<file path="src/rtl/frame_buffer_arbiter_if.sv">
// -----------------------------------------------------------------------------
// frame_buffer_arbiter_if
// Groups the host write handshake, the display frame-boundary strobe and the
// status/statistics outputs of frame_buffer_arbiter.
//
// Handshake semantics:
//   wr_req is a level held by the host until it sees wr_grant=1. wr_grant
//   stays high (with wr_sel naming the buffer) until the host pulses wr_done
//   for one cycle, after which wr_grant drops for at least one cycle before
//   any new grant. A wr_done pulse while wr_grant=0 is a protocol error.
//   rd_frame_start is a one-cycle strobe; rd_sel/rd_valid follow one cycle
//   later.
//
// Modports:
//   master : host/display side (drives requests, reads status)
//   slave  : arbiter side
// -----------------------------------------------------------------------------
interface frame_buffer_arbiter_if #(
  parameter int CNT_W = 16
);
  logic             wr_req;
  logic             wr_done;
  logic             rd_frame_start;
  logic             clr_stats;
  logic             wr_grant;
  logic             wr_sel;
  logic             rd_valid;
  logic             rd_sel;
  logic [1:0]       buf_full;
  logic [CNT_W-1:0] frame_cnt;
  logic [CNT_W-1:0] repeat_cnt;
  logic             err_sticky;
  // {state of buffer 1, state of buffer 0}, 2 bits each
  logic [3:0]       dbg_buf_state;

  modport master (
    output wr_req, wr_done, rd_frame_start, clr_stats,
    input  wr_grant, wr_sel, rd_valid, rd_sel, buf_full,
           frame_cnt, repeat_cnt, err_sticky, dbg_buf_state
  );

  modport slave (
    input  wr_req, wr_done, rd_frame_start, clr_stats,
    output wr_grant, wr_sel, rd_valid, rd_sel, buf_full,
           frame_cnt, repeat_cnt, err_sticky, dbg_buf_state
  );
endinterface

</file>
<file path="src/rtl/frame_buffer_arbiter.sv">
// -----------------------------------------------------------------------------
// frame_buffer_arbiter
// Double-buffer ownership arbiter between a host writer and a display reader.
// Each buffer cycles EMPTY -> WRITING -> FULL -> READING -> EMPTY. The display
// swaps to the oldest FULL buffer at each frame start, or repeats the current
// one when nothing new is ready.
//
// Ports:
//   clk   : system clock, rising edge
//   reset : asynchronous, active-high
//   bus   : frame_buffer_arbiter_if.slave (requests in, grant/status out)
//           dbg_buf_state exposes the per-buffer state registers.
// -----------------------------------------------------------------------------
module frame_buffer_arbiter #(
  parameter int CNT_W = 16
) (
  input  logic                   clk,
  input  logic                   reset,
  frame_buffer_arbiter_if.slave  bus
);

  typedef enum logic [1:0] {
    ST_EMPTY   = 2'd0,
    ST_WRITING = 2'd1,
    ST_FULL    = 2'd2,
    ST_READING = 2'd3
  } buf_state_t;

  localparam logic [CNT_W-1:0] CNT_ONE = {{(CNT_W-1){1'b0}}, 1'b1};

  buf_state_t       r_st [2];
  logic             r_age;
  logic             r_wr_grant;
  logic             r_wr_sel;
  logic             r_rd_valid;
  logic             r_rd_sel;
  logic [1:0]       r_buf_full;
  logic [CNT_W-1:0] r_frame_cnt;
  logic [CNT_W-1:0] r_repeat_cnt;
  logic             r_err;

  buf_state_t       w_st [2];
  logic             w_age;
  logic             w_wr_grant;
  logic             w_wr_sel;
  logic             w_rd_valid;
  logic             w_rd_sel;
  logic [1:0]       w_buf_full;
  logic [CNT_W-1:0] w_frame_cnt;
  logic [CNT_W-1:0] w_repeat_cnt;
  logic             w_err;
  logic             w_complete;
  logic             w_swap;
  logic             w_swap_idx;
  logic             w_gnt;
  logic             w_gnt_idx;

  always_comb begin
    w_st[0]      = r_st[0];
    w_st[1]      = r_st[1];
    w_age        = r_age;
    w_wr_grant   = r_wr_grant;
    w_wr_sel     = r_wr_sel;
    w_rd_valid   = r_rd_valid;
    w_rd_sel     = r_rd_sel;
    w_frame_cnt  = r_frame_cnt;
    w_repeat_cnt = r_repeat_cnt;
    w_err        = r_err;
    w_complete   = 1'b0;
    w_swap       = 1'b0;
    w_swap_idx   = r_age;
    w_gnt        = 1'b0;
    w_gnt_idx    = 1'b0;

    // Write completion
    if (bus.wr_done) begin
      if (r_wr_grant) begin
        w_complete      = 1'b1;
        w_st[r_wr_sel]  = ST_FULL;
        w_wr_grant      = 1'b0;
      end else begin
        w_err = 1'b1;
      end
    end

    // Frame swap looks only at the registered states, so a buffer completing
    // in this same cycle is not yet eligible.
    if (bus.rd_frame_start) begin
      if (r_st[0] == ST_FULL && r_st[1] == ST_FULL) begin
        w_swap     = 1'b1;
        w_swap_idx = r_age;
      end else if (r_st[0] == ST_FULL) begin
        w_swap     = 1'b1;
        w_swap_idx = 1'b0;
      end else if (r_st[1] == ST_FULL) begin
        w_swap     = 1'b1;
        w_swap_idx = 1'b1;
      end

      if (w_swap) begin
        if (r_st[0] == ST_READING) w_st[0] = ST_EMPTY;
        if (r_st[1] == ST_READING) w_st[1] = ST_EMPTY;
        w_st[w_swap_idx] = ST_READING;
        w_rd_sel         = w_swap_idx;
        w_rd_valid       = 1'b1;
        if (r_frame_cnt != '1) w_frame_cnt = r_frame_cnt + CNT_ONE;
      end else begin
        if (r_repeat_cnt != '1) w_repeat_cnt = r_repeat_cnt + CNT_ONE;
      end
    end

    // The newly FULL buffer is the oldest unless the other one is still FULL
    // after this cycle's swap.
    if (w_complete) begin
      w_age = (w_st[~r_wr_sel] == ST_FULL) ? ~r_wr_sel : r_wr_sel;
    end

    // Grant is evaluated on post-swap states; r_wr_grant being high in a
    // wr_done cycle guarantees the mandatory idle cycle before a new grant.
    if (bus.wr_req && !r_wr_grant &&
        w_st[0] != ST_WRITING && w_st[1] != ST_WRITING) begin
      if (w_rd_valid && w_st[~w_rd_sel] == ST_EMPTY) begin
        w_gnt     = 1'b1;
        w_gnt_idx = ~w_rd_sel;
      end else if (w_st[0] == ST_EMPTY) begin
        w_gnt     = 1'b1;
        w_gnt_idx = 1'b0;
      end else if (w_st[1] == ST_EMPTY) begin
        w_gnt     = 1'b1;
        w_gnt_idx = 1'b1;
      end
      if (w_gnt) begin
        w_st[w_gnt_idx] = ST_WRITING;
        w_wr_grant      = 1'b1;
        w_wr_sel        = w_gnt_idx;
      end
    end

    if (bus.clr_stats) begin
      w_frame_cnt  = '0;
      w_repeat_cnt = '0;
      w_err        = 1'b0;
    end

    w_buf_full[0] = (w_st[0] == ST_FULL) || (w_st[0] == ST_READING);
    w_buf_full[1] = (w_st[1] == ST_FULL) || (w_st[1] == ST_READING);
  end

  always_ff @(posedge clk or posedge reset) begin
    if (reset) begin
      r_st[0]      <= ST_EMPTY;
      r_st[1]      <= ST_EMPTY;
      r_age        <= 1'b0;
      r_wr_grant   <= 1'b0;
      r_wr_sel     <= 1'b0;
      r_rd_valid   <= 1'b0;
      r_rd_sel     <= 1'b0;
      r_buf_full   <= 2'b00;
      r_frame_cnt  <= '0;
      r_repeat_cnt <= '0;
      r_err        <= 1'b0;
    end else begin
      r_st[0]      <= w_st[0];
      r_st[1]      <= w_st[1];
      r_age        <= w_age;
      r_wr_grant   <= w_wr_grant;
      r_wr_sel     <= w_wr_sel;
      r_rd_valid   <= w_rd_valid;
      r_rd_sel     <= w_rd_sel;
      r_buf_full   <= w_buf_full;
      r_frame_cnt  <= w_frame_cnt;
      r_repeat_cnt <= w_repeat_cnt;
      r_err        <= w_err;
    end
  end

  assign bus.wr_grant      = r_wr_grant;
  assign bus.wr_sel        = r_wr_sel;
  assign bus.rd_valid      = r_rd_valid;
  assign bus.rd_sel        = r_rd_sel;
  assign bus.buf_full      = r_buf_full;
  assign bus.frame_cnt     = r_frame_cnt;
  assign bus.repeat_cnt    = r_repeat_cnt;
  assign bus.err_sticky    = r_err;
  assign bus.dbg_buf_state = {r_st[1], r_st[0]};

endmodule
</file>
<file path="src/flat_wrapper.sv">
// flat-port wrapper written by rule: the top's interface ports become plain ports
module frame_buffer_arbiter_flat 
#(
  parameter int CNT_W = 16
)
  (clk, reset, bus_wr_req, bus_wr_done, bus_rd_frame_start, bus_clr_stats, bus_wr_grant, bus_wr_sel, bus_rd_valid, bus_rd_sel, bus_buf_full, bus_frame_cnt, bus_repeat_cnt, bus_err_sticky, bus_dbg_buf_state);
  frame_buffer_arbiter_if #(.CNT_W(CNT_W)) bus_i ();
  input  logic clk;
  input  logic reset;
  input wire logic [$bits(bus_i.wr_req)-1:0] bus_wr_req;
  input wire logic [$bits(bus_i.wr_done)-1:0] bus_wr_done;
  input wire logic [$bits(bus_i.rd_frame_start)-1:0] bus_rd_frame_start;
  input wire logic [$bits(bus_i.clr_stats)-1:0] bus_clr_stats;
  output wire logic [$bits(bus_i.wr_grant)-1:0] bus_wr_grant;
  output wire logic [$bits(bus_i.wr_sel)-1:0] bus_wr_sel;
  output wire logic [$bits(bus_i.rd_valid)-1:0] bus_rd_valid;
  output wire logic [$bits(bus_i.rd_sel)-1:0] bus_rd_sel;
  output wire logic [$bits(bus_i.buf_full)-1:0] bus_buf_full;
  output wire logic [$bits(bus_i.frame_cnt)-1:0] bus_frame_cnt;
  output wire logic [$bits(bus_i.repeat_cnt)-1:0] bus_repeat_cnt;
  output wire logic [$bits(bus_i.err_sticky)-1:0] bus_err_sticky;
  output wire logic [$bits(bus_i.dbg_buf_state)-1:0] bus_dbg_buf_state;
  assign bus_i.wr_req = bus_wr_req;
  assign bus_i.wr_done = bus_wr_done;
  assign bus_i.rd_frame_start = bus_rd_frame_start;
  assign bus_i.clr_stats = bus_clr_stats;
  assign bus_wr_grant = bus_i.wr_grant;
  assign bus_wr_sel = bus_i.wr_sel;
  assign bus_rd_valid = bus_i.rd_valid;
  assign bus_rd_sel = bus_i.rd_sel;
  assign bus_buf_full = bus_i.buf_full;
  assign bus_frame_cnt = bus_i.frame_cnt;
  assign bus_repeat_cnt = bus_i.repeat_cnt;
  assign bus_err_sticky = bus_i.err_sticky;
  assign bus_dbg_buf_state = bus_i.dbg_buf_state;
  frame_buffer_arbiter #(.CNT_W(CNT_W)) u_core (.clk(clk), .reset(reset), .bus(bus_i));
endmodule
</file>
<file path="config.mk">
export PLATFORM = sky130hd
export DESIGN_NAME = frame_buffer_arbiter_flat
export DESIGN_NICKNAME = d
export VERILOG_FILES = /design/src/rtl/frame_buffer_arbiter_if.sv /design/src/rtl/frame_buffer_arbiter.sv /design/src/flat_wrapper.sv
export SDC_FILE = /design/constraint.sdc
export NUM_CORES = 1
export LEC_CHECK = 0
export CAP_MARGIN = 20
export CORE_AREA = 2 2 79 81
export CTS_CLUSTER_DIAMETER = 30
export CTS_CLUSTER_SIZE = 16
export DETAILED_ROUTE_END_ITERATION = 6
export DIE_AREA = 0 0 81 83
export PLACE_DENSITY = 0.7
export SETUP_SLACK_MARGIN = 0.5
export SLEW_MARGIN = 20
export SYNTH_ARGS = -nofsm -noshare
export SYNTH_HDL_FRONTEND = slang
export SYNTH_SLANG_ARGS = --single-unit
</file>
<file path="constraint.sdc">
create_clock -name clk -period 2.2 [get_ports clk]
set_input_delay 0.33 -clock clk [delete_from_list [all_inputs] [get_ports clk]]
set_output_delay 0.33 -clock clk [all_outputs]
set_load 0.01 [all_outputs]
</file>
# Yosys cells after proc, flatten, opt, wreduce, memory -nomap -nowiden
# Index checks and enable logic that the tools add are counted.
[word_totals]
in_bits = 6
word_cells = 133
out_inout_bits = 43
register_bits = 44
[classes]
eq_ne = 15
bitwise_logic = 14
reduce_logical = 23
add_sub_neg = 2
magnitude_cmp = 8
mux = 60
[ops]
columns = ["op", "count"]
rows = [
  ["two-way mux 16 bit", 8],
  ["adder 16 x 1 -> 16 bit, second input constant", 2],
  ["inequality test 16 bit, second input constant", 2],
  ["two-way mux 2 bit", 15],
  ["two-way mux 1 bit", 28],
  ["two-way mux 4 bit", 6],
  ["equality test 2 bit, second input constant", 9],
  ["greater-or-equal comparator 2 bit, second input constant", 5],
  ["inverter 1 -> 2 bit", 5],
  ["nonzero test 2 bit", 5],
  ["logical AND 1 bit", 8],
  ["demux 2 bit (select 1 bit)", 3],
  ["logical NOT 2 bit", 3],
  ["less-than comparator 2 x 1 -> 1 bit, second input constant", 3],
  ["AND reduction 3 bit", 2],
  ["bitwise AND 2 bit", 2],
  ["inequality test 2 x 1 -> 1 bit, second input constant", 2],
  ["inequality test 2 bit, second input constant", 2],
  ["inverter 2 bit", 2],
  ["bitwise OR 2 bit", 2],
  ["bitwise OR 4 bit", 1],
  ["AND reduction 2 bit", 2],
  ["logical OR 1 bit", 2],
  ["inverter 1 bit", 2],
  ["logical NOT 1 bit", 1],
]

# Longest topological paths before layout
# Gate-level depths: netlist of the first run.
[depth]
ltp_word = 33
mapped_depth = 6

# Worst setup path after synthesis of the first run
# OpenSTA, ideal clock, no wires.
[synth_path]
path_kind = "register to register"
startpoint = "register u_core.r_frame_cnt[0], in the netlist u_core.bus.frame_cnt[0]"
endpoint = "register u_core.r_frame_cnt[9], in the netlist u_core.bus.frame_cnt[9]"
synth_period_minus_slack_ns = 1.825
n_path_buf = 1
arrival_time_ns = 1.697
required_time_ns = 2.072
path_slack_ns = 0.375
path_stages_with_launch = 7
cell_sequence = "dfrtp_1 -> ha_1 -> nand4_1 -> nor4_2 -> buf_4 -> nor3_1 -> mux2_1"
[synth_via]
elab_chain_len = 5
[synth_lines]
columns = ["element", "line", "rtl"]
rows = [
  ["start, declared", "frame_buffer_arbiter.sv:38", "logic [CNT_W-1:0] r_frame_cnt;"],
  ["start signal, assigned", "frame_buffer_arbiter.sv:171", "r_frame_cnt <= w_frame_cnt;"],
  ["adder 16 x 1 -> 16 bit", "frame_buffer_arbiter.sv:106", "if (r_frame_cnt != '1) w_frame_cnt = r_frame_cnt + CNT_ONE;"],
  ["two-way mux 16 bit", "frame_buffer_arbiter.sv:106", ""],
  ["two-way mux 16 bit", "frame_buffer_arbiter.sv:100", "if (w_swap) begin"],
  ["two-way mux 16 bit", "frame_buffer_arbiter.sv:88", "if (bus.rd_frame_start) begin"],
  ["two-way mux 16 bit", "frame_buffer_arbiter.sv:139", "if (bus.clr_stats) begin"],
]
# Parallel ways exist; a longest one is shown, timed or not. The select of a mux whose other input is x is not followed.
# A chain may end at the register's enable or synchronous reset.

# Final worst setup path of the first run
[layout_path]
startpoint = "register u_core.r_st, in the netlist u_core.bus.dbg_buf_state[0]"
endpoint = "register u_core.r_frame_cnt[12], in the netlist u_core.bus.frame_cnt[12]"
[layout_via]
elab_chain_len = 6
[layout_lines]
columns = ["element", "line", "rtl"]
rows = [
  ["start, declared", "frame_buffer_arbiter.sv:31", "buf_state_t r_st [2];"],
  ["equality test 2 bit (*)", "frame_buffer_arbiter.sv:89, frame_buffer_arbiter.sv:92", ""],
  ["two-way mux 1 bit or logical AND 1 bit (tied branches)", "frame_buffer_arbiter.sv:92, frame_buffer_arbiter.sv:89", ""],
  ["two-way mux 1 bit (*)", "frame_buffer_arbiter.sv:89", "if (r_st[0] == ST_FULL && r_st[1] == ST_FULL) begin"],
  ["two-way mux 1 bit (*)", "frame_buffer_arbiter.sv:88", ""],
  ["nonzero test 2 bit (no line) (*)", "--", ""],
  ["AND reduction 3 bit (no line) (*)", "--", ""],
]
# Mark *: on every way between the ends. The rest lies on a longest branch, timed or not. The select of a mux whose other input is x is not followed.

==> out/metrics.csv, run 1 <==
metric;value;unit
port_buffers;48;
cp_cell_sequence;and2b_4, o2111ai_4, buf_4, buf_4, o31ai_1, a21oi_1;
final_hold_viol_count;0;
setup.worst_path.class;register to register;
initial_core_util;44.5;%
relSlewSlack;54.6;%
status;finished clean;
totalWireLength;7260;µm
wl_per_cell;16.8;µm
p_per_area;486;nW/µm²
end_kind;register;
cts.clk_slew.worst_paths;100;ps
worstPathMaxFanout;8;
min_period;1710;ps
core;5820;µm²
area_growth;50.6;%
die_w;81;µm
syn_avg_cell_area;9.47;µm²
diodes;0;
ctsRootBufferMaster;clkbuf_8;
finalCritPeriodShare;77.7;%
io_pins;49;
r2r-end;u_core.bus.frame_cnt[12];
setup_viol;0;
register_area;1130;µm²
fin_util;67.0;%
synth-async-reset-ratio;100;%
rsz0062_at_grt;true;
clock_sinks;44;
fp.dieH;83;µm
synthCells;273;
viasPerCell;6.02;
numCtsBuffers;5;
grt_first_pass_wirelength;11400;µm
yosys_warnings;0;
cpPeakStageDelay;460;ps
fillers;449;
hold_buffers;0;
drtIter0Drc;108;
finalClockSkew;6.97;ps
num_rows;28;
synth_fp_nets;281;
worst_slack;491;ps
synthFlopType;dfrtp_1;
drv_cap;0;
tightest_slew;677;ps
synth.distinct_cells;52;
grt_pass1_vias;2405;
placed_area;3200;µm²
vdd_drop_max;0.313;mV
netlist_area;2590;µm²
synth-edff-count;0;
antenna_found_initial;0;
cp_common_cell;buf_4;
ys_seq_area_share;42.6;%
worstSetupStartpointType;register;
pre_cts_ws;148;ps
synth.ff_latch_count;44;
worst_ep_arrival_time;1900;ps
drv_slew;0;
worstPathRequired;2390;ps
multi_input_area;1710;µm²
grt_max_degree;48;
layout.nets;363;
finish.instance_area;3890;µm²
htreeDepth;2;
drc;0;
fmax;0.585;GHz
clk_path_buf_depth;2;
hp-class;input port to asynchronous set/reset pin;
drive_gt1_share;34.3;%
rrSetupSlack;490;ps
grt.total_usage;21.1;%
grt-ovfl-total;0;
cellLeakagePower;1.50;nW
cpMaxStageDelayCell;dfrtp_2;
gp_congestion;0.811;
design.die.area;6720;µm²
cts_tree;built;
worstRegToRegCells;6;
tns;0;ps
antenna_left;0;
worstReg2RegStart;u_core.bus.dbg_buf_state[0];
clk_latency;300;ps
hold_ws;337;ps
dp_hpwl;4420;µm
detail_route.first_pass.iterations;4;
vias;2596;
==> critical path, delay by kind of cell (launching register included) <==
family / cells / cell delay, ps
compound gates: 3 / 490
simple gates: 1 / 340
flops: 1 / 460
buf+inv: 2 / 300
==> cell type report <==
class | instances | share of cell area (%)
timing repair buffer | 87 | 20.7
tap | 75 | 2.41
multi-input combinational | 206 | 43.9
clock buffer | 5 | 1.77
inverter | 11 | 1.06
clock inverter | 3 | 1.19
sequential | 44 | 28.9
==> stage by stage <==
step	power (W)	std cells
final	0.00189	431
after global routing	0.00198	431
after CTS	0.00185	415
after detailed placement	0.00117	394
after global placement	0.00116	394
after floorplan	0.00104	273
==> cell usage after synthesis (all sizes together), types with 2 or more instances <==
| master | count | area (µm²) |
|---|---|---|
| a211o | 3 | 26.3 |
| a211oi | 6 | 45.0 |
| a21boi | 3 | 22.5 |
| a21oi | 21 | 105 |
| a31oi | 2 | 12.5 |
| a41oi | 4 | 35.0 |
| and2 | 4 | 25.0 |
| and2b | 2 | 16.3 |
| and3 | 6 | 37.5 |
| and4 | 6 | 52.6 |
| buf | 8 | 45.0 |
| clkbuf | 5 | 20.0 |
| dfrtp | 44 | 1100 |
| ha | 2 | 25.0 |
| inv | 11 | 41.3 |
| mux2 | 15 | 169 |
| nand2 | 14 | 52.6 |
| nand2b | 3 | 18.8 |
| nand3 | 11 | 60.1 |
| nand3b | 4 | 30.0 |
| nand4 | 9 | 62.6 |
| nor2 | 19 | 71.3 |
| nor2b | 15 | 93.8 |
| nor3 | 4 | 25.0 |
| nor4 | 10 | 68.8 |
| o2111ai | 2 | 23.8 |
| o21a | 3 | 22.5 |
| o21ai | 5 | 25.0 |
| o2bb2ai | 2 | 17.5 |
| o31ai | 8 | 60.1 |
| o41ai | 2 | 17.5 |
| or3 | 3 | 18.8 |
| or4 | 9 | 67.6 |
==> power breakdown <==
part	switching (W)	leakage, nW	internal, W
logic	0.000184	0.881	0.000174
clock network	0.000309	0.0548	0.000343
registers	0.0000459	0.560	0.000839
==> layout by cell type (no fill, tap or decap), drive strengths merged, types with 6 or more instances in the layout <==
master,Yosys,final
nand2,14,14
nor2,19,19
nand4,9,9
and3,6,6
or4,9,9
a21oi,21,21
dfrtp,44,44
buf,8,38
nor2b,15,15
nor4,10,10
o31ai,8,8
a211oi,6,6
clkbuf,5,6
mux2,15,15
nand3,11,11
clkdlybuf4s50,0,45
inv,11,11
and4,6,6
==> worst max path at each step <==
stage	from	endpoint	slack, ps	cells past startpoint
after floorplan	u_core.bus.dbg_buf_state[1]	u_core.bus.repeat_cnt[4]	490	5
after global placement	bus_wr_done	u_core.bus.wr_sel	190	5
after detailed placement	bus_rd_frame_start	u_core.bus.repeat_cnt[13]	150	5
after CTS	u_core.bus.dbg_buf_state[2]	u_core.bus.frame_cnt[15]	450	4
after global routing	u_core.bus.dbg_buf_state[2]	u_core.bus.frame_cnt[0]	410	5
final	u_core.bus.dbg_buf_state[0]	u_core.bus.frame_cnt[12]	490	6
==> repair_timing <==
item | CTS | global route
gates cloned | 0 | 1
gates resized for setup | 38 | 57
buffers inserted | 13 | 15
endpoints found under the setup margin | 36 | 45
pin swaps | 4 | 13
==> sequential cells by signal, indices dropped and copies added, names as in the netlist <==
| register | flops |
|---|---|
| u_core.bus.repeat_cnt | 16 |
| u_core.bus.dbg_buf_state | 4 |
| u_core.bus.wr_grant | 1 |
| u_core.bus.rd_valid | 1 |
| u_core.r_age | 1 |
| u_core.bus.rd_sel | 1 |
| u_core.bus.wr_sel | 1 |
| u_core.bus.frame_cnt | 16 |
| u_core.bus.err_sticky | 1 |
| u_core.bus.buf_full | 2 |
==> cell families (layout without fill, tap and decap cells) <==
group           count (synthesis)  in the layout  synth area share (%)
compound gates                 67             68                  18.0
fa+ha+maj                       2              2                 0.967
buf+inv                        24            106                  4.11
flops                          44             44                  42.6
mux                            16             16                  6.92
simple gates                  120            120                  27.4
==> routing by layer <==
layer,global-route usage (%),part of all wire [%],routed length (µm),vias up
met1,28.4,42,3010,1266
met2,33.9,51,3680,95
li1,-,-,-,1215
met3,3.91,5.4,392,20
met4,6.93,2.3,168,0
met5,0,0,0,-
No activity file was read; power rests on OpenSTA's default activity.
==> run 2, diff against run 1 <==
--- a/config.mk
+++ b/config.mk
@@ -11,7 +11,7 @@
 export CTS_CLUSTER_SIZE = 16
 export DETAILED_ROUTE_END_ITERATION = 6
 export DIE_AREA = 0 0 81 83
-export PLACE_DENSITY = 0.7
+export PLACE_DENSITY = 0.72
 export SETUP_SLACK_MARGIN = 0.5
 export SLEW_MARGIN = 20
 export SYNTH_ARGS = -nofsm -noshare
==> constraint.sdc (replaced) <==
create_clock -name clk -period 1.5 [get_ports clk]
set_input_delay 0.225 -clock clk [delete_from_list [all_inputs] [get_ports clk]]
set_output_delay 0.225 -clock clk [all_outputs]
set_load 0.01 [all_outputs]
==> run 2 against run 1 <==
Net effect: the run now ends with setup timing left; sequential share of layout area decreased by 8.5 points; sequential power increased by 45%; non-clock buffer count increased by 115; clock power increased by 18%; via count increased by 44%.
==> out/metrics.csv, run 2 (synthesis results as in run 1) <==
metric;value;unit;change
grt_max_degree;29;;-40%
drc;0;;unchanged
die_w;81;µm;unchanged
worstPathRequired;1670;ps;-720 ps
finalClockSkew;11.3;ps;+4.36 ps
worst_slack;-508;ps;-999 ps
antenna_found_initial;1;;+1
end_kind;register;;
fillers;160;;-64%
drtIter0Drc;458;;+320%
cp-startpoint;u_core.bus.frame_cnt[0];;
totalWireLength;15400;µm;+110%
port_buffers;48;;unchanged
clk_latency;310;ps;about the same
hold_ws;294;ps;-42.8 ps
detail_route.first_pass.iterations;7;;+3
worstReg2RegStart;u_core.bus.frame_cnt[0];;
viasPerCell;6.83;;+13%
io_pins;49;;unchanged
rsz0062_at_grt;true;;
cts_tree;built;;
rrSetupSlack;-510;ps;-1000 ps
drv_cap;0;;unchanged
clock_sinks;44;;unchanged
final_hold_viol_count;0;;unchanged
antenna_left;0;;unchanged
grt_first_pass_wirelength;18100;µm;+58%
drive_gt1_share;70.2;%;+36 points
area_growth;113;%;
tightest_slew;510;ps;-167 ps
core;5820;µm²;unchanged
hp-class;input port to asynchronous set/reset pin;;
dp_hpwl;5840;µm;+32%
relSlewSlack;65.7;%;+11 points
setup_viol;41;;+41
r2r-end;u_core.bus.frame_cnt[7];;
worstRegToRegCells;6;;unchanged
vdd_drop_max;0.835;mV;+170%
finalCritPeriodShare;134;%;+56 points
mostFrequentLayoutCells;buf_6, buf_4, dfrtp_1;;
num_rows;28;;unchanged
vias;3730;;+44%
worst_ep_arrival_time;2180;ps;+280 ps
drv_slew;0;;unchanged
ctsRootBufferMaster;clkbuf_8;;
status;finished with violations;;
endpoint;u_core.bus.frame_cnt[7];;
layout_commonest_cell;buf_6;;
grt.total_usage;35.0;%;+14 points
layout.nets;477;;+31%
wl_per_cell;28.3;µm;+68%
cts.clk_slew.worst_paths;90;ps;about the same
htreeDepth;2;;unchanged
worstPathMaxFanout;4;;-4
worstSetupStartpointType;register;;
design.die.area;6720;µm²;unchanged
fp.dieH;83;µm;unchanged
min_period;2010;ps;+299 ps
violations;setup timing;;
setup.worst_path.class;register to register;;
initial_core_util;44.5;%;unchanged
clk_path_buf_depth;2;;unchanged
grt-ovfl-total;0;;unchanged
cellLeakagePower;2.33;nW;+55%
fmax;0.498;GHz;-15%
grt_pass1_vias;3467;;+44%
p_per_area;565;nW/µm²;+16%
numCtsBuffers;5;;unchanged
gp_congestion;0.895;;+10%
tns;-8450;ps;-8450 ps
-- run 2: cell count changes in the layout (fill, tap and decap cells not counted), moves of 5 or more --
cell and delta:
mux2_4 +10, buf_6 +115, nor4_4 +5, a21oi_1 -14, buf_12 +6, clkdlybuf4s50_1 -41
mux2_1 -10, nor4_2 -5, a21oi_2 +10, buf_4 +34
-- run 2: worst min-delay path by stage --
| stage | start | endpoint | slack [ps] | cells past startpoint |
|---|---|---|---|---|
| final | reset | u_core.bus.frame_cnt[4] | 290 | 2 |
| after global routing | reset | u_core.bus.dbg_buf_state[3] | 290 | 2 |
| after CTS | reset | u_core.bus.repeat_cnt[13] | 260 | 2 |
| after detailed placement | u_core.bus.err_sticky | u_core.bus.err_sticky | 490 | 2 |
| after global placement | u_core.bus.err_sticky | u_core.bus.err_sticky | 480 | 2 |
| after floorplan | reset | u_core.bus.buf_full[0] | 230 | 1 |
-- run 2: layout make-up --
cell class                 count  area [µm²]  share of cell area (%)
timing repair buffer         202        2050                    37.3
sequential                    44        1120                    20.5
inverter                      11        45.0                   0.819
tap                           75        93.8                    1.71
multi-input combinational    205        2100                    38.2
antenna                        1        2.50                  0.0455
clock buffer                   7        76.3                    1.39
clock inverter                 1        5.00                  0.0910
-- run 2: routing by layer --
layer	global-route usage [%]	wire [µm]	part of all wire (%)	vias up
li1	-	-	-	1435
met1	42.1	5160	33	1812
met2	58.5	7420	48	347
met3	6.30	1510	9.8	134
met4	18.3	1340	8.7	2
met5	0	13	0.084	-
-- run 2: what timing repair did --
item / 4_1_cts / 5_1_grt
buffers inserted: 45 / 21
hold buffers: 0 / 0
resized for setup: 331 / 80
cloned: 0 / 0
setup endpoints to repair: 86 / 87
pin swaps: 38 / 22
-- run 2: report_power, final --
group | switching [W] | internal [W] | total [W]
clock network | 0.000443 | 0.000328 | 0.000772
logic | 0.000514 | 0.000546 | 0.00106
registers | 0.0000471 | 0.00123 | 0.00128
total | 0.00100 | 0.00210 | 0.00311
-- run 2: critical path, stage by stage (launching register included) --
cell     delay, ps
dfrtp_2        450
ha_4           190
nand4_1        160
nor4_4          80
buf_4          170
or4_4          500
a21oi_2        330
-- run 2: metrics by stage --
step,instances,util [%],instance area [µm²],setup slack (ps),power [W]
after floorplan,273,-,2840,-200,0.00162
after global placement,471,69.2,4020,-357,0.00193
after detailed placement,471,69.2,4020,-409,0.00195
after CTS,524,85.3,4960,-180,0.00285
after global routing,545,94.5,5500,-935,0.00320
final,546,94.6,5500,-508,0.00311
==> run 3, diff against run 2 <==
--- a/config.mk
+++ b/config.mk
@@ -12,7 +12,6 @@
 export DETAILED_ROUTE_END_ITERATION = 6
 export DIE_AREA = 0 0 81 83
 export PLACE_DENSITY = 0.72
-export SETUP_SLACK_MARGIN = 0.5
 export SLEW_MARGIN = 20
 export SYNTH_ARGS = -nofsm -noshare
 export SYNTH_HDL_FRONTEND = slang
==> run 3 against run 2 <==
Net effect: the flow still finishes with violations (setup timing); non-clock buffer count down 25; sequential power hardly changed; register-to-register slack improved by 180 ps; sequential share of layout area up 2.4 points; clock power up 4.3%; cell count fell by 4.8%; combinational power decreased by 27%; clock-buffer cell count down 1; global-route usage is 7.6 points lower; fmax rose by 10%; die area unchanged; critical endpoint is now u_core.bus.frame_cnt[4]; highest routed layer is now met4.
==> out/metrics.csv, run 3 (synthesis results as in run 1) <==
metric;value;unit;change
status;finished with violations;;
violations;setup timing;;
dp_hpwl;5920;µm;+1.4%
vias;3226;;-14%
drc;0;;unchanged
fmax;0.548;GHz;+10%
htreeDepth;2;;unchanged
worst-path-buf-inv;2;;+1
finalCritPeriodShare;122;%;-12 points
cpPeakStageDelay;510;ps;about the same
worst_ep_arrival_time;2070;ps;-110 ps
clk_latency;310;ps;about the same
port_buffers;48;;unchanged
cp_cell_sequence;ha_4, nand4_1, nor4_4, buf_6, buf_12, or4_1, a21oi_2;;
post-place-cells;477;;+1.3%
worstSetupStartpointType;register;;
grt-ovfl-total;0;;unchanged
design.die.area;6720;µm²;unchanged
grt.total_usage;27.3;%;-7.6 points
fp.dieH;83;µm;unchanged
worstPathMaxFanout;5;;+1
io_pins;49;;unchanged
crit_family;simple AND/OR/NAND/NOR gates;;
fillers;317;;+98%
final_hold_viol_count;0;;unchanged
worst_slack;-324;ps;+183 ps
mostFrequentLayoutCells;buf_4, dlygate4sd2_1, dfrtp_1;;
end_kind;register;;
clk_path_buf_depth;2;;unchanged
cts.clk_slew.worst_paths;90;ps;about the same
setup.worst_path.class;register to register;;
pre_cts_ws;-431;ps;-21.1 ps
drv_slew;0;;unchanged
finalClockSkew;7.54;ps;-3.79 ps
initial_core_util;44.5;%;unchanged
die_w;81;µm;unchanged
drv_cap;0;;unchanged
grt_pass1_vias;2926;;-16%
relSlewSlack;75.0;%;+9.4 points
cts_tree;built;;
p_per_area;582;nW/µm²;+2.9%
viasPerCell;6.20;;-9.2%
tightest_slew;372;ps;-139 ps
wl_per_cell;21.6;µm;-24%
setup_viol;38;;-7.3%
num_rows;28;;unchanged
detail_route.first_pass.iterations;5;;-2
drive_gt1_share;54.6;%;-16 points
worstPathRequired;1740;ps;+70 ps
drtIter0Drc;228;;-50%
numCtsBuffers;5;;unchanged
vdd_drop_max;0.452;mV;-46%
antenna_found_initial;0;;-1
grt_max_degree;45;;+55%
clock_sinks;44;;unchanged
core;5820;µm²;unchanged
min_period;1820;ps;-183 ps
totalWireLength;11200;µm;-27%
stdcell_count;520;;-4.8%
gp_congestion;0.888;;-0.70%
diodes;0;;-1
area_growth;89.5;%;
fin_util;84.3;%;-10 points
grt_first_pass_wirelength;14400;µm;-20%
layout.nets;452;;-5.2%
rsz0062_at_grt;true;;
layout_commonest_cell;buf_4;;
antenna_left;0;;unchanged
cpMaxStageDelayCell;or4_1;;
power;0.00285;W;-8.3%
hp-class;input port to asynchronous set/reset pin;;
ctsRootBufferMaster;clkbuf_8;;
cellLeakagePower;2.22;nW;-4.7%
-- run 3: final cells by class --
cell class | count | area [µm²] | area share, %
Inverter | 11 | 41.3 | 0.842
Tap cell | 75 | 93.8 | 1.91
Multi-Input combinational cell | 205 | 1990 | 40.6
Clock inverter | 2 | 10.0 | 0.204
Clock buffer | 6 | 82.6 | 1.68
Sequential cell | 44 | 1120 | 22.8
Timing Repair Buffer | 177 | 1560 | 31.9
-- run 3: routing by layer --
metal | routed length [µm] | GRT usage, %
met1 | 4120 | 35.1
met2 | 5750 | 46.0
met4 | 512 | 9.71
met5 | 0 | 0
met3 | 840 | 4.24
-- run 3: per-stage QoR --
step | instance area, µm² | hold slack [ps] | setup TNS [ps]
2_1_floorplan | 2790 | 314 | -2810
4_1_cts | 4400 | 276 | -3510
5_1_grt | 4900 | 304 | -8220
3_5_place_dp | 4020 | 488 | -11810
6_report | 4900 | 258 | -6510
3_3_place_gp | 4020 | 480 | -11160
-- run 3: worst register-to-register path, stage by stage, from the launching register on --
cell     delay, ps
dfrtp_2        440
ha_4           190
nand4_1        140
nor4_4          70
buf_6          140
buf_12         120
or4_1          510
a21oi_2        140
-- run 3: where the power goes --
part	leakage, nW	switching, W	internal, W
Clock	0.0510	0.000436	0.000368
Sequential	0.571	0.0000445	0.00123
Combinational	1.60	0.000379	0.000396
Total	2.22	0.000860	0.00199
-- run 3: worst paths after layout --
| path | startpoint | end | slack, ps | depth (start not counted) |
|---|---|---|---|---|
| setup / recovery | u_core.bus.frame_cnt[0] | u_core.bus.frame_cnt[4] | -320 | 7 |
| hold / removal | reset | u_core.bus.wr_grant | 260 | 3 |
| setup reg to reg | u_core.bus.frame_cnt[0] | u_core.bus.frame_cnt[4] | -320 | 7 |
| hold reg to reg | u_core.bus.err_sticky | u_core.bus.err_sticky | 560 | 2 |
| max in group asynchronous | reset | u_core.bus.frame_cnt[7] | 1000 | 3 |
| min in group clk | u_core.bus.err_sticky | u_core.bus.err_sticky | 560 | 2 |
-- run 3: repair_timing --
action | CTS | global route
endpoints found under the setup margin | 75 | 39
setup buffers | 16 | 22
pin swaps | 25 | 33
resized for setup | 93 | 76
hold endpoints to repair | 0 | 0
hold buffers | 0 | 0
